### src/rtl/alu_operand_sequencer_pkg.sv
// Shared encodings for the ALU front end: sequencer stages and the opcode
// values the ALU decodes.
package alu_operand_sequencer_pkg;

  typedef enum logic [1:0] {
    S_A    = 2'd0,
    S_B    = 2'd1,
    S_OP   = 2'd2,
    S_DONE = 2'd3
  } stage_e;

  typedef enum logic [1:0] {
    OP_ADD = 2'd0,
    OP_SUB = 2'd1,
    OP_AND = 2'd2,
    OP_XOR = 2'd3
  } opcode_e;

  localparam int OPCODE_WIDTH = 2;

endpackage

### src/rtl/alu_operand_sequencer_button_debouncer.sv
// Push-button conditioner: 2-FF synchronizer, stability counter and a
// single-cycle pulse on each accepted press (never on release).
module button_debouncer #(
  parameter int DEBOUNCE_CYCLES = 16
) (
  input  logic CLK,
  input  logic RST,
  input  logic btn_raw,
  output logic btn_level,
  output logic btn_pulse
);

  localparam int CW = (DEBOUNCE_CYCLES > 2) ? $clog2(DEBOUNCE_CYCLES) : 1;
  localparam logic [CW-1:0] CNT_MAX = CW'(DEBOUNCE_CYCLES - 1);
  localparam logic [CW-1:0] CNT_ONE = CW'(1);

  logic          sync_meta_r;
  logic          sync_r;
  logic          stable_r;
  logic [CW-1:0] cnt_r;
  logic          pulse_r;

  // Synchronize the raw pin, then accept a new level only after it has
  // differed from the stable level for DEBOUNCE_CYCLES consecutive cycles.
  always_ff @(posedge CLK or negedge RST) begin
    if (!RST) begin
      sync_meta_r <= 1'b0;
      sync_r      <= 1'b0;
      stable_r    <= 1'b0;
      cnt_r       <= {CW{1'b0}};
      pulse_r     <= 1'b0;
    end else begin
      sync_meta_r <= btn_raw;
      sync_r      <= sync_meta_r;
      pulse_r     <= 1'b0;
      if (sync_r != stable_r) begin
        if (cnt_r == CNT_MAX) begin
          stable_r <= sync_r;
          cnt_r    <= {CW{1'b0}};
          pulse_r  <= sync_r;
        end else begin
          cnt_r <= cnt_r + CNT_ONE;
        end
      end else begin
        cnt_r <= {CW{1'b0}};
      end
    end
  end

  assign btn_level = stable_r;
  assign btn_pulse = pulse_r;

endmodule

### src/rtl/alu_operand_sequencer.sv
// Collects operand A, operand B and opcode from the slide switches over three
// debounced ENTER presses and presents them as registered ALU inputs.
module alu_operand_sequencer
  import alu_operand_sequencer_pkg::*;
#(
  parameter int DATA_WIDTH      = 4,
  parameter int DEBOUNCE_CYCLES = 16
) (
  input  logic                  CLK,
  input  logic                  RST,
  input  logic [DATA_WIDTH-1:0] SW,
  input  logic                  BTN_ENTER,
  input  logic                  BTN_CLEAR,
  output logic [DATA_WIDTH-1:0] A_out,
  output logic [DATA_WIDTH-1:0] B_out,
  output logic [1:0]            opcode_out,
  output logic                  op_valid,
  output logic [1:0]            stage
);

  logic enter_level_s;
  logic enter_pulse_s;
  logic clear_level_s;
  logic clear_pulse_s;

  stage_e                state_r;
  logic [DATA_WIDTH-1:0] a_r;
  logic [DATA_WIDTH-1:0] b_r;
  opcode_e               op_r;
  logic                  valid_r;

  button_debouncer #(.DEBOUNCE_CYCLES(DEBOUNCE_CYCLES)) u_enter_db (
    .CLK       (CLK),
    .RST       (RST),
    .btn_raw   (BTN_ENTER),
    .btn_level (enter_level_s),
    .btn_pulse (enter_pulse_s)
  );

  button_debouncer #(.DEBOUNCE_CYCLES(DEBOUNCE_CYCLES)) u_clear_db (
    .CLK       (CLK),
    .RST       (RST),
    .btn_raw   (BTN_CLEAR),
    .btn_level (clear_level_s),
    .btn_pulse (clear_pulse_s)
  );

  // Capture sequencer; clear has priority so a coincident enter is dropped.
  always_ff @(posedge CLK or negedge RST) begin
    if (!RST) begin
      state_r <= S_A;
      a_r     <= {DATA_WIDTH{1'b0}};
      b_r     <= {DATA_WIDTH{1'b0}};
      op_r    <= OP_ADD;
      valid_r <= 1'b0;
    end else begin
      valid_r <= 1'b0;
      if (clear_pulse_s) begin
        state_r <= S_A;
        a_r     <= {DATA_WIDTH{1'b0}};
        b_r     <= {DATA_WIDTH{1'b0}};
        op_r    <= OP_ADD;
      end else if (enter_pulse_s) begin
        case (state_r)
          S_A: begin
            a_r     <= SW;
            state_r <= S_B;
          end
          S_B: begin
            b_r     <= SW;
            state_r <= S_OP;
          end
          S_OP: begin
            op_r    <= opcode_e'(SW[1:0]);
            state_r <= S_DONE;
            valid_r <= 1'b1;
          end
          S_DONE: begin
            // New operation: B and opcode stay until overwritten.
            a_r     <= SW;
            state_r <= S_B;
          end
          default: begin
            state_r <= S_A;
          end
        endcase
      end else begin
        state_r <= state_r;
      end
    end
  end

  assign A_out      = a_r;
  assign B_out      = b_r;
  assign opcode_out = op_r;
  assign op_valid   = valid_r;
  assign stage      = state_r;

endmodule

### config.mk
export PLATFORM = sky130hd
export DESIGN_NAME = alu_operand_sequencer
export DESIGN_NICKNAME = d
export VERILOG_FILES = /design/src/rtl/alu_operand_sequencer_pkg.sv /design/src/rtl/alu_operand_sequencer_button_debouncer.sv /design/src/rtl/alu_operand_sequencer.sv
export SDC_FILE = /design/constraint.sdc
export NUM_CORES = 1
export LEC_CHECK = 0
export CAP_MARGIN = 20
export CORE_UTILIZATION = 45
export CTS_CLUSTER_DIAMETER = 50
export DETAILED_ROUTE_END_ITERATION = 10
export HOLD_SLACK_MARGIN = 0.08
export MAX_ROUTING_LAYER = met4
export PLACE_DENSITY = 0.81
export REMOVE_ABC_BUFFERS = 1
export SLEW_MARGIN = 10
export SYNTH_ARGS = -nofsm -noshare
export SYNTH_HDL_FRONTEND = slang
export SYNTH_SLANG_ARGS = --single-unit
### constraint.sdc
create_clock -name CLK -period 3.4 [get_ports CLK]
set_clock_uncertainty 0.15 [all_clocks]
set_input_delay 0.51 -clock CLK [delete_from_list [all_inputs] [get_ports CLK]]
set_output_delay 0.51 -clock CLK [all_outputs]
set_load 0.01 [all_outputs]
# Word-level counts from Yosys, hierarchy flattened
# Index checks and enable logic that the tools add are counted.
# totals
elab_cells	58
register_bits	29
# classes
n_reduce_logical	11
n_eq_ne	7
mux	23
n_addsub	2
# ops
cell	count
4-bit two-way mux	10
2-bit two-way mux	5
2-bit AND reduction	5
4-bit by 1-bit adder with 4-bit output, second input constant	2
4-bit equality test, second input constant	2
2-bit nonzero test	4
1-bit two-way mux	7
2-bit case mux with 3 select lines	1
2-bit equality test, second input constant	2
2-bit by 1-bit equality test with 1-bit output, second input constant	1
2-bit zero test	1
1-bit != test	2
2-bit OR reduction	1

# Logic depth before layout (Yosys ltp)
# Gate-level depths: netlist (run 1).
# depth
ltp_word	5
mapped_depth	5
ltp_nobuf	5

# Hierarchy
# From an unflattened synthesis (run 1), not the netlist that was laid out.
# hier_totals
cells_unflattened	98
area_unflattened_um2	1241.2
# by_module_without_submodules
module	instances	area_per_inst_um2	cells_each
button_debouncer	2	312.8	22
alu_operand_sequencer	1	615.6	54

# Worst setup path before layout (run 1)
# No wires, ideal clock.
# synth_timing
path_type	register to register
startpoint	register state_r[0], in the netlist stage[0]
endpoint	register state_r[1], in the netlist stage[1]
stages_incl_launch_ff	5
path_buffers	0
slack_ns	2.042
period_less_slack_ns	1.358
arrival_ns	1.136
path_cell_list	dfrtp_1 > inv_1 > ha_1 > mux2_2 > nor2_1
# synth_between
elab_chain_cells	5
elab_cells_between_ends	8
# synth_lines
item	line_no	source
start, declared	alu_operand_sequencer.sv:26	stage_e state_r;
start signal, assigned	alu_operand_sequencer.sv:88	state_r <= state_r;
2-bit equality test / 2-bit zero test (equally long branches)	alu_operand_sequencer.sv:64	case (state_r)
2-bit OR reduction (no source line)	-	
2-bit case mux with 3 select lines (*)	alu_operand_sequencer.sv:64	
2-bit two-way mux (*)	alu_operand_sequencer.sv:63	end else if (enter_pulse_s) begin
2-bit two-way mux (*)	alu_operand_sequencer.sv:58	if (clear_pulse_s) begin
# Mark *: on every way between the ends. The rest lies on a longest branch, timed or not. The select of a mux whose other input is x is not followed.
# A chain may end at the register's enable or synchronous reset.

# Worst setup path in the final report (run 1)
# layout_timing
startpoint	register state_r[0], in the netlist stage[0]
endpoint	output port stage[0]
# layout_lines
item	line_no	source
end, declared	alu_operand_sequencer.sv:18	output logic [1:0] stage
# No word-level cell between the ends.

==> results of run 1 <==
## cell usage after synthesis
| cell | number | area share, % |
|---|---|---|
| nand3_1 | 10 | 4.3 |
| ha_1 | 4 | 4.3 |
| nor3b_1 | 3 | 1.9 |
| nor2_1 | 5 | 1.6 |
| dfrtp_1 | 29 | 62 |
| nor2b_1 | 1 | 0.54 |
| mux2_2 | 1 | 0.97 |
| inv_1 | 4 | 1.3 |
| nand4b_1 | 2 | 1.5 |
| buf_4 | 1 | 0.64 |
| mux2_4 | 2 | 2.6 |
| o21ai_0 | 3 | 1.3 |
| a311oi_1 | 1 | 0.75 |
| a21oi_1 | 14 | 6.0 |
| nand2_1 | 13 | 4.2 |
| nand3_2 | 2 | 1.7 |
| and2b_2 | 1 | 0.75 |
| buf_2 | 1 | 0.43 |
| xnor2_1 | 4 | 3.0 |
## power groups by stage
stage,clock [mW],combinational (mW),sequential (mW)
6_report,0.240,0.0327,0.361
4_1_cts,0.246,0.0332,0.361
2_1_floorplan,0,0.0128,0.366
3_5_place_dp,0,0.0326,0.368
5_1_grt,0.265,0.0379,0.362
3_3_place_gp,0,0.0314,0.366
## registers in the layout (all words and copies together), names as in the netlist
signal and count:
u_clear_db.sync_r 1, A_out 4, u_enter_db.sync_meta_r 1, u_clear_db.sync_meta_r 1
u_enter_db.cnt_r 4, u_enter_db.sync_r 1, B_out 4, u_clear_db.cnt_r 4
u_enter_db.btn_level 1, stage 2, u_enter_db.btn_pulse 1, u_clear_db.btn_pulse 1
u_clear_db.btn_level 1, op_valid 1, opcode_out 2
## final timing paths
path	slack (ns)	end	startpoint	cells past startpoint
max	1.48	stage[0]	stage[0]	1
min	0.21	u_enter_db.sync_r	u_enter_db.sync_meta_r	0
max reg2reg	1.98	A_out[1]	stage[0]	5
min reg2reg	0.21	u_enter_db.sync_r	u_enter_db.sync_meta_r	0
max in group asynchronous	2.43	u_clear_db.btn_pulse	RST	2
min in group asynchronous	0.40	u_clear_db.btn_level	RST	2
## kinds of logic after synthesis
| family | Yosys count | share of synthesized area [%] |
|---|---|---|
| buffers and inverters | 6 | 2.360 |
| multiplexers | 3 | 3.541 |
| XOR/XNOR | 4 | 3.004 |
| adder cells (fa/ha/maj) | 4 | 4.292 |
| flip-flops | 29 | 62.23 |
| AO/OA/AOI/OAI | 18 | 8.047 |
| AND/OR/NAND/NOR | 37 | 16.52 |
## layer usage
layer / part of all wire, % / GRT usage (%)
met2: 52 / 32.28
met3: 5.6 / 8.621
met4: 2.0 / 9.211
met5: 0 / -
met1: 41 / 22.79
## final cells by class
cell class | instances | area, µm²
fill | 205 | 985.9
clock buffer | 7 | 65.06
timing repair buffer | 21 | 207.7
multi-input combinational | 66 | 412.9
inverter | 4 | 15.01
clock inverter | 1 | 5.005
sequential | 29 | 725.7
tap | 30 | 37.54
==> impl_metrics.py, run 1 <==
metrics = {
    "status": {
        "status": "finished clean",
    },
    "timing": {
        "worst_setup_slack_after_layout_ns": 1.478,
        "final_setup_violation_count": 0,
        "min_period_over_period_pct": 56.52,
        "final_max_slew_viol_count": 0,
        "finalHoldViolCount": 0,
        "whs_ns": 0.2060,
        "tightest_slew_ns": 0.4189,
        "slew-limit-headroom_pct": 72.07,
        "clock.fmax_mhz": 520.4,
        "finalCriticalPeriod_ns": 1.922,
        "setup-tns-final_ns": 0,
        "setup_repair_after_global_routing_missed_its_margin": "false",
    },
    "drt": {
        "vias": 826,
        "firstDrtPassIters": 4,
        "drcViolationCount": 0,
        "routed_via_density": 5.228,
        "drt-initial-drc-count": 11,
        "wl_mm": 2.195,
        "drt-wirelength-per-cell_um": 13.89,
        "drt.antenna.violating_nets": 0,
    },
    "final_layout": {
        "layout_stage_area_growth_over_the_synthesis_result_pct": 25.97,
        "n_antenna_cell": 0,
        "finish.instance_area_um2": 1469,
        "postLayoutCoreUtil_pct": 59.84,
        "mostFrequentLayoutCell": "dfrtp_1",
        "finish.net_count": 139,
        "mostFrequentLayoutCells": "dfrtp_1 (29), clkdlybuf4s50_1 (20), a21oi_1 (14)",
        "drive_above_1_share_pct": 11.72,
        "instances_no_fill": 158,
    },
    "cts": {
        "worst_case_clock_buffer_depth": 2,
        "clock_sinks": 29,
        "insertion_delay_ns": 0.33,
        "ctsRootBufferMaster": "clkbuf_4",
        "cts-hold-fix-buffers": 0,
        "cts_post_setup_buffers_inserted": 0,
        "cts_repair_resize_count": 0,
        "cts_tree": "done",
        "cts_made_buffers": 5,
        "cts_htree_levels": 2,
        "clkTransAtPathRegs_ns": 0.09,
    },
    "placed_design": {
        "numPortBuffers": 20,
        "dpl-instance-area_um2": 1399,
        "globalplace.congestion": 0.7687,
        "dp_cell_count": 150,
        "dpl_worst_slack_ns": 1.832,
        "dp_hpwl_mm": 1.571,
    },
    "flow_run": {
        "max_cap_violations": 0,
    },
    "synthesis": {
        "synth_cell_types": 19,
        "mappedNetlistArea_um2": 1166,
        "ys.warnings.count": 0,
        "synth_seq_area_share_pct": 62.23,
        "synthesis.instances": 101,
        "synth_area_per_cell_um2": 11.55,
        "number_of_synthesized_register_bits": 29,
    },
    "setup_path": {
        "cp.buffers_inverters": 1,
        "worstPathCellList": "clkdlybuf4s50_1",
        "crit_required_ns": 2.74,
        "critPathArrivalTime_ns": 1.26,
        "worst_path_dominant_cell_family": "buffers and inverters",
        "worst-path-max-fanout": 4,
        "category_of_the_worst_setup_path_capture_point": "output port",
        "cpMaxStageDelayCell": "clkdlybuf4s50_1",
        "crit_path_start_kind": "register",
        "max_stage_delay_ns": 0.55,
        "worstSetupPathType": "reg2out",
    },
    "pwr": {
        "leakagePower_nw": 0.6478,
        "peakVddDrop_mv": 0.2488,
        "share_seq_of_total_power_pct": 57.0,
        "p_per_area_nw_per_um2": 431.5,
        "power_report.internal_total_mw": 0.4894,
        "p_total_mw": 0.6338,
        "power.share.combinational_pct": 5.2,
        "power.switching_mw": 0.1444,
        "switching_share_pct": 22.79,
        "clock_power_share_pct": 37.9,
    },
    "global_routing": {
        "grt_antenna_before_repair": 0,
        "track_usage_pct": 20.56,
        "grt_pass1_wl_mm": 3.746,
        "grt_max_degree": 30,
        "grt_pass1_vias": 830,
        "globalRouteOverflowTotal": 0,
    },
    "floorplanning": {
        "die_area_um2": 2799,
        "starting_utilization_of_the_core_area_pct": 47.50,
        "design.core.area_um2": 2455,
        "die_h_um": 52.91,
        "die-width_um": 52.91,
        "site_rows": 18,
        "io-pin-count": 21,
    },
    "hold_path": {
        "worst_min_delay_path_category": "reg2reg",
    },
}
Note: power is estimated with default switching activity, not from simulation.
==> run 2: changes to the inputs <==
==> constraint.sdc (replaced) <==
create_clock -name CLK -period 2 [get_ports CLK]
set_clock_uncertainty 0.15 [all_clocks]
set_input_delay 0.3 -clock CLK [delete_from_list [all_inputs] [get_ports CLK]]
set_output_delay 0.3 -clock CLK [all_outputs]
set_load 0.01 [all_outputs]
==> run 2 against run 1 <==
Effect of this change: utilization increased by 0.61 points; non-clock buffer count did not move; via count shrank 1.7%; count of clock-buffer cells in the layout stayed put; clock power grew 110%; flip-flop and latch count stayed put; total power is 84% higher; sequential power rose by 70%; die area did not move; setup slack worse by 1.2 ns; critical path type unchanged; largest power group unchanged.
==> impl_metrics.py, run 2 (synthesized netlist as in run 1, its figures left out) <==
metrics = {
    "setup_path": {
        "worstPathCellList": "clkdlybuf4s50_1",
        "critPathArrivalTime_ns": 1.28,
        "worstSetupPathType": "reg2out",
        "crit_required_ns": 1.55,
        "worst_path_dominant_cell_family": "buffers and inverters",
        "cp.buffers_inverters": 1,
        "crit_path_start_kind": "register",
        "max_stage_delay_ns": 0.55,
        "worst-path-max-fanout": 4,
        "category_of_the_worst_setup_path_capture_point": "output port",
        "cpMaxStageDelayCell": "clkdlybuf4s50_1",
    },
    "timing": {
        "clock.fmax_mhz": 577.2,
        "tightest_slew_ns": 0.4226,
        "finalCriticalPeriod_ns": 1.732,
        "finalHoldViolCount": 0,
        "min_period_over_period_pct": 86.62,
        "final_setup_violation_count": 0,
        "setup_repair_after_global_routing_missed_its_margin": "false",
        "slew-limit-headroom_pct": 71.83,
        "final_max_slew_viol_count": 0,
        "setup-tns-final_ns": 0,
    },
    "final_layout": {
        "mostFrequentLayoutCells": "dfrtp_1 (29), clkdlybuf4s50_1 (20), a21oi_1 (14)",
        "layout_stage_area_growth_over_the_synthesis_result_pct": 27.25,
        "drive_above_1_share_pct": 10.94,
        "n_antenna_cell": 0,
        "finish.net_count": 139,
        "mostFrequentLayoutCell": "dfrtp_1",
    },
    "status": {
        "status": "finished clean",
    },
    "cts": {
        "cts_post_setup_buffers_inserted": 0,
        "cts-hold-fix-buffers": 0,
        "worst_case_clock_buffer_depth": 2,
        "clkTransAtPathRegs_ns": 0.09,
        "insertion_delay_ns": 0.33,
        "cts_htree_levels": 2,
        "clock_sinks": 29,
        "ctsRootBufferMaster": "clkbuf_4",
        "cts_tree": "done",
        "cts_made_buffers": 5,
        "cts_repair_resize_count": 0,
    },
    "drt": {
        "firstDrtPassIters": 4,
        "vias": 812,
        "drt-wirelength-per-cell_um": 13.41,
        "wl_mm": 2.118,
        "drt-initial-drc-count": 8,
        "drt.antenna.violating_nets": 0,
        "routed_via_density": 5.139,
        "drcViolationCount": 0,
    },
    "global_routing": {
        "grt_max_degree": 30,
        "grt_pass1_vias": 812,
        "globalRouteOverflowTotal": 0,
        "grt_antenna_before_repair": 0,
        "track_usage_pct": 19.33,
        "grt_pass1_wl_mm": 3.539,
    },
    "pwr": {
        "p_per_area_nw_per_um2": 784.2,
        "leakagePower_nw": 0.6520,
        "p_total_mw": 1.164,
        "peakVddDrop_mv": 0.6166,
    },
    "floorplanning": {
        "site_rows": 18,
        "die-width_um": 52.91,
        "io-pin-count": 21,
        "design.core.area_um2": 2455,
        "starting_utilization_of_the_core_area_pct": 47.50,
        "die_h_um": 52.91,
        "die_area_um2": 2799,
    },
    "placed_design": {
        "numPortBuffers": 20,
        "globalplace.congestion": 0.7663,
    },
    "hold_path": {
        "worst_min_delay_path_category": "in2async",
    },
    "flow_run": {
        "max_cap_violations": 0,
    },
}
-- run 2: cell count changes in the layout (fill, tap and decap cells not counted) --
| cell | previous run | this run |
|---|---|---|
| bufinv_16 | 0 | 1 |
| clkbuf_1 | 0 | 1 |
| clkbuf_8 | 2 | 1 |
| clkinv_2 | 1 | 0 |
-- run 2: metal layers --
layer	part of all wire [%]	wire (µm)	track usage, %	up-vias
met3	6.7	142	9.483	5
li1	-	-	-	401
met4	1.5	31	9.211	0
met2	51	1076	30.59	26
met5	0	0	-	-
met1	41	868	20.07	380
-- run 2: worst paths after layout --
| check | start | to | slack, ns | cells past startpoint |
|---|---|---|---|---|
| worst max-delay path | stage[0] | stage[0] | 0.27 | 1 |
| worst min-delay path | RST | A_out[3] | 0.21 | 2 |
| worst max register to register | stage[0] | A_out[3] | 0.58 | 5 |
| worst min register to register | u_enter_db.sync_meta_r | u_enter_db.sync_r | 0.21 | 0 |
| max in group asynchronous | RST | u_enter_db.cnt_r[3] | 1.22 | 2 |
| min in group CLK | u_enter_db.sync_meta_r | u_enter_db.sync_r | 0.21 | 0 |
-- run 2: report_power, final --
group,switching (mW),leakage (nW),total (mW),internal [mW]
logic,0.0267,0.268,0.0548,0.0282
registers,0.0135,0.339,0.614,0.600
clock network,0.197,0.0455,0.495,0.298
total,0.237,0.652,1.16,0.927
-- run 2: per-stage QoR --
stage,util (%),hold WS [ns],area (µm²),setup WS (ns),std cells
finish,60.45,0.2053,1484,0.2676,158
CTS,60.45,0.2085,1484,0.2513,158
floorplan,-,-0.1456,1154,0.6407,99
global route,60.45,0.2290,1484,0.2162,158
global placement,56.98,0.1832,1399,0.6500,150
detailed placement,56.98,0.1873,1399,0.5932,150
-- run 2: final cells by class --
cell class / count / area [µm²]
Timing Repair Buffer: 21 / 207.7
Clock inverter: 1 / 30.03
Tap cell: 30 / 37.54
Fill cell: 199 / 970.9
Clock buffer: 7 / 55.05
Multi-Input combinational cell: 66 / 412.9
Sequential cell: 29 / 725.7
Inverter: 4 / 15.01
==> run 3: changes to the inputs <==
--- a/config.mk
+++ b/config.mk
@@ -10,7 +10,6 @@
 export CTS_CLUSTER_DIAMETER = 50
 export DETAILED_ROUTE_END_ITERATION = 10
 export HOLD_SLACK_MARGIN = 0.08
-export MAX_ROUTING_LAYER = met4
 export PLACE_DENSITY = 0.81
 export REMOVE_ABC_BUFFERS = 1
 export SLEW_MARGIN = 10
==> constraint.sdc (replaced) <==
create_clock -name CLK -period 2.1 [get_ports CLK]
set_clock_uncertainty 0.15 [all_clocks]
set_input_delay 0.315 -clock CLK [delete_from_list [all_inputs] [get_ports CLK]]
set_output_delay 0.315 -clock CLK [all_outputs]
set_load 0.01 [all_outputs]
==> run 3 against run 2 <==
Effect of this change: final area down 2.0%; setup slack better by 0.11 ns; via count rose by 1.5%; critical path type unchanged.
==> impl_metrics.py, run 3 (synthesized netlist as in run 1, its figures left out) <==
metrics = {
    "drt": {
        "drt-initial-drc-count": 6,
        "routed_via_density": 5.248,
        "drcViolationCount": 0,
        "drt-wirelength-per-cell_um": 13.24,
        "drt.antenna.violating_nets": 0,
        "vias": 824,
        "firstDrtPassIters": 4,
        "wl_mm": 2.078,
    },
    "cts": {
        "insertion_delay_ns": 0.32,
        "cts_made_buffers": 5,
        "cts_post_setup_buffers_inserted": 0,
        "cts_htree_levels": 2,
        "worst_case_clock_buffer_depth": 2,
        "clkTransAtPathRegs_ns": 0.08,
        "cts_repair_resize_count": 0,
        "clock_sinks": 29,
        "ctsRootBufferMaster": "clkbuf_4",
        "cts-hold-fix-buffers": 0,
        "cts_tree": "done",
    },
    "global_routing": {
        "grt_pass1_vias": 814,
        "globalRouteOverflowTotal": 0,
        "track_usage_pct": 19.41,
        "grt_pass1_wl_mm": 3.567,
        "grt_antenna_before_repair": 0,
        "grt_max_degree": 30,
    },
    "setup_path": {
        "worst-path-max-fanout": 4,
        "category_of_the_worst_setup_path_capture_point": "output port",
        "crit_required_ns": 1.63,
        "max_stage_delay_ns": 0.55,
        "cp.buffers_inverters": 1,
        "critPathArrivalTime_ns": 1.26,
        "crit_path_start_kind": "register",
        "worstSetupPathType": "reg2out",
        "worst_path_dominant_cell_family": "buffers and inverters",
        "cpMaxStageDelayCell": "clkdlybuf4s50_1",
        "worstPathCellList": "clkdlybuf4s50_1",
    },
    "final_layout": {
        "mostFrequentLayoutCells": "dfrtp_1 (29), clkdlybuf4s50_1 (20), a21oi_1 (14)",
        "mostFrequentLayoutCell": "dfrtp_1",
        "layout_stage_area_growth_over_the_synthesis_result_pct": 24.68,
        "drive_above_1_share_pct": 10.24,
        "n_antenna_cell": 0,
        "finish.net_count": 139,
    },
    "floorplanning": {
        "design.core.area_um2": 2455,
        "die-width_um": 52.91,
        "io-pin-count": 21,
        "starting_utilization_of_the_core_area_pct": 47.50,
        "die_h_um": 52.91,
        "die_area_um2": 2799,
        "site_rows": 18,
    },
    "timing": {
        "finalCriticalPeriod_ns": 1.727,
        "clock.fmax_mhz": 579.1,
        "slew-limit-headroom_pct": 72.57,
        "min_period_over_period_pct": 82.23,
        "finalHoldViolCount": 0,
        "setup_repair_after_global_routing_missed_its_margin": "false",
        "final_setup_violation_count": 0,
        "setup-tns-final_ns": 0,
        "worst_setup_slack_after_layout_ns": 0.3732,
        "final_max_slew_viol_count": 0,
        "tightest_slew_ns": 0.4114,
    },
    "hold_path": {
        "worst_min_delay_path_category": "reg2reg",
    },
    "pwr": {
        "power.share.combinational_pct": 5.4,
        "switching_share_pct": 22.06,
        "share_seq_of_total_power_pct": 60.3,
        "power.switching_mw": 0.2139,
        "p_total_mw": 0.9698,
        "peakVddDrop_mv": 0.4715,
        "clock_power_share_pct": 34.4,
        "leakagePower_nw": 0.6379,
        "power_report.internal_total_mw": 0.7559,
        "p_per_area_nw_per_um2": 667.0,
    },
    "placed_design": {
        "dpl_worst_slack_ns": 0.6956,
        "dp_hpwl_mm": 1.488,
        "numPortBuffers": 20,
        "globalplace.congestion": 0.7571,
    },
    "flow_run": {
        "max_cap_violations": 0,
    },
    "status": {
        "status": "finished clean",
    },
}
==> run 3: cell count changes in the layout (fill, tap and decap cells not counted), sizes merged <==
cell and change:
bufinv -1
==> run 3: area by class of cell <==
class                   instances  area (µm²)
multi-input cells              66       412.9
inverters                       4       15.01
well taps                      30       37.54
flip-flops and latches         29       725.7
repair buffers                 21       207.7
fillers                       203        1001
clock buffers                   7       55.05
==> run 3: power groups by stage <==
stage               sequential, mW  combinational [mW]  clock [mW]
floorplan                    0.592              0.0208           0
global placement             0.593              0.0507           0
detailed placement           0.596              0.0533           0
CTS                          0.584              0.0538       0.353
global route                 0.587              0.0588       0.381
finish                       0.585              0.0520       0.333
==> run 3: path summary, 6_finish.rpt <==
kind	start	endpoint	slack [ns]	cells past startpoint
min reg2reg	u_enter_db.sync_meta_r	u_enter_db.sync_r	0.21	0
max	stage[0]	stage[0]	0.37	1
max in group asynchronous	RST	u_clear_db.cnt_r[1]	1.31	2
min	u_enter_db.sync_meta_r	u_enter_db.sync_r	0.21	0
max reg2reg	stage[0]	A_out[0]	0.68	5
min in group asynchronous	RST	stage[0]	0.22	2
==> run 3: per-layer routing <==
| layer | global-route usage (%) | vias up | share of wire (%) |
|---|---|---|---|
| li1 | - | 398 | - |
| met1 | 21.09 | 395 | 43 |
| met2 | 30.80 | 24 | 48 |
| met3 | 9.483 | 7 | 6.5 |
| met4 | 10.53 | 0 | 2.5 |
| met5 | 0 | - | 0 |
==> run 3: metrics by stage <==
stage          instances  hold slack (ns)  instance area, µm²  util, %
3_3_place_gp         150           0.1835                1399    56.98
5_1_grt              157           0.2290                1454    59.23
4_1_cts              157           0.2078                1454    59.23
6_report             157           0.2114                1454    59.23
3_5_place_dp         150           0.1881                1399    56.98
2_1_floorplan         99          -0.1306                1154        -
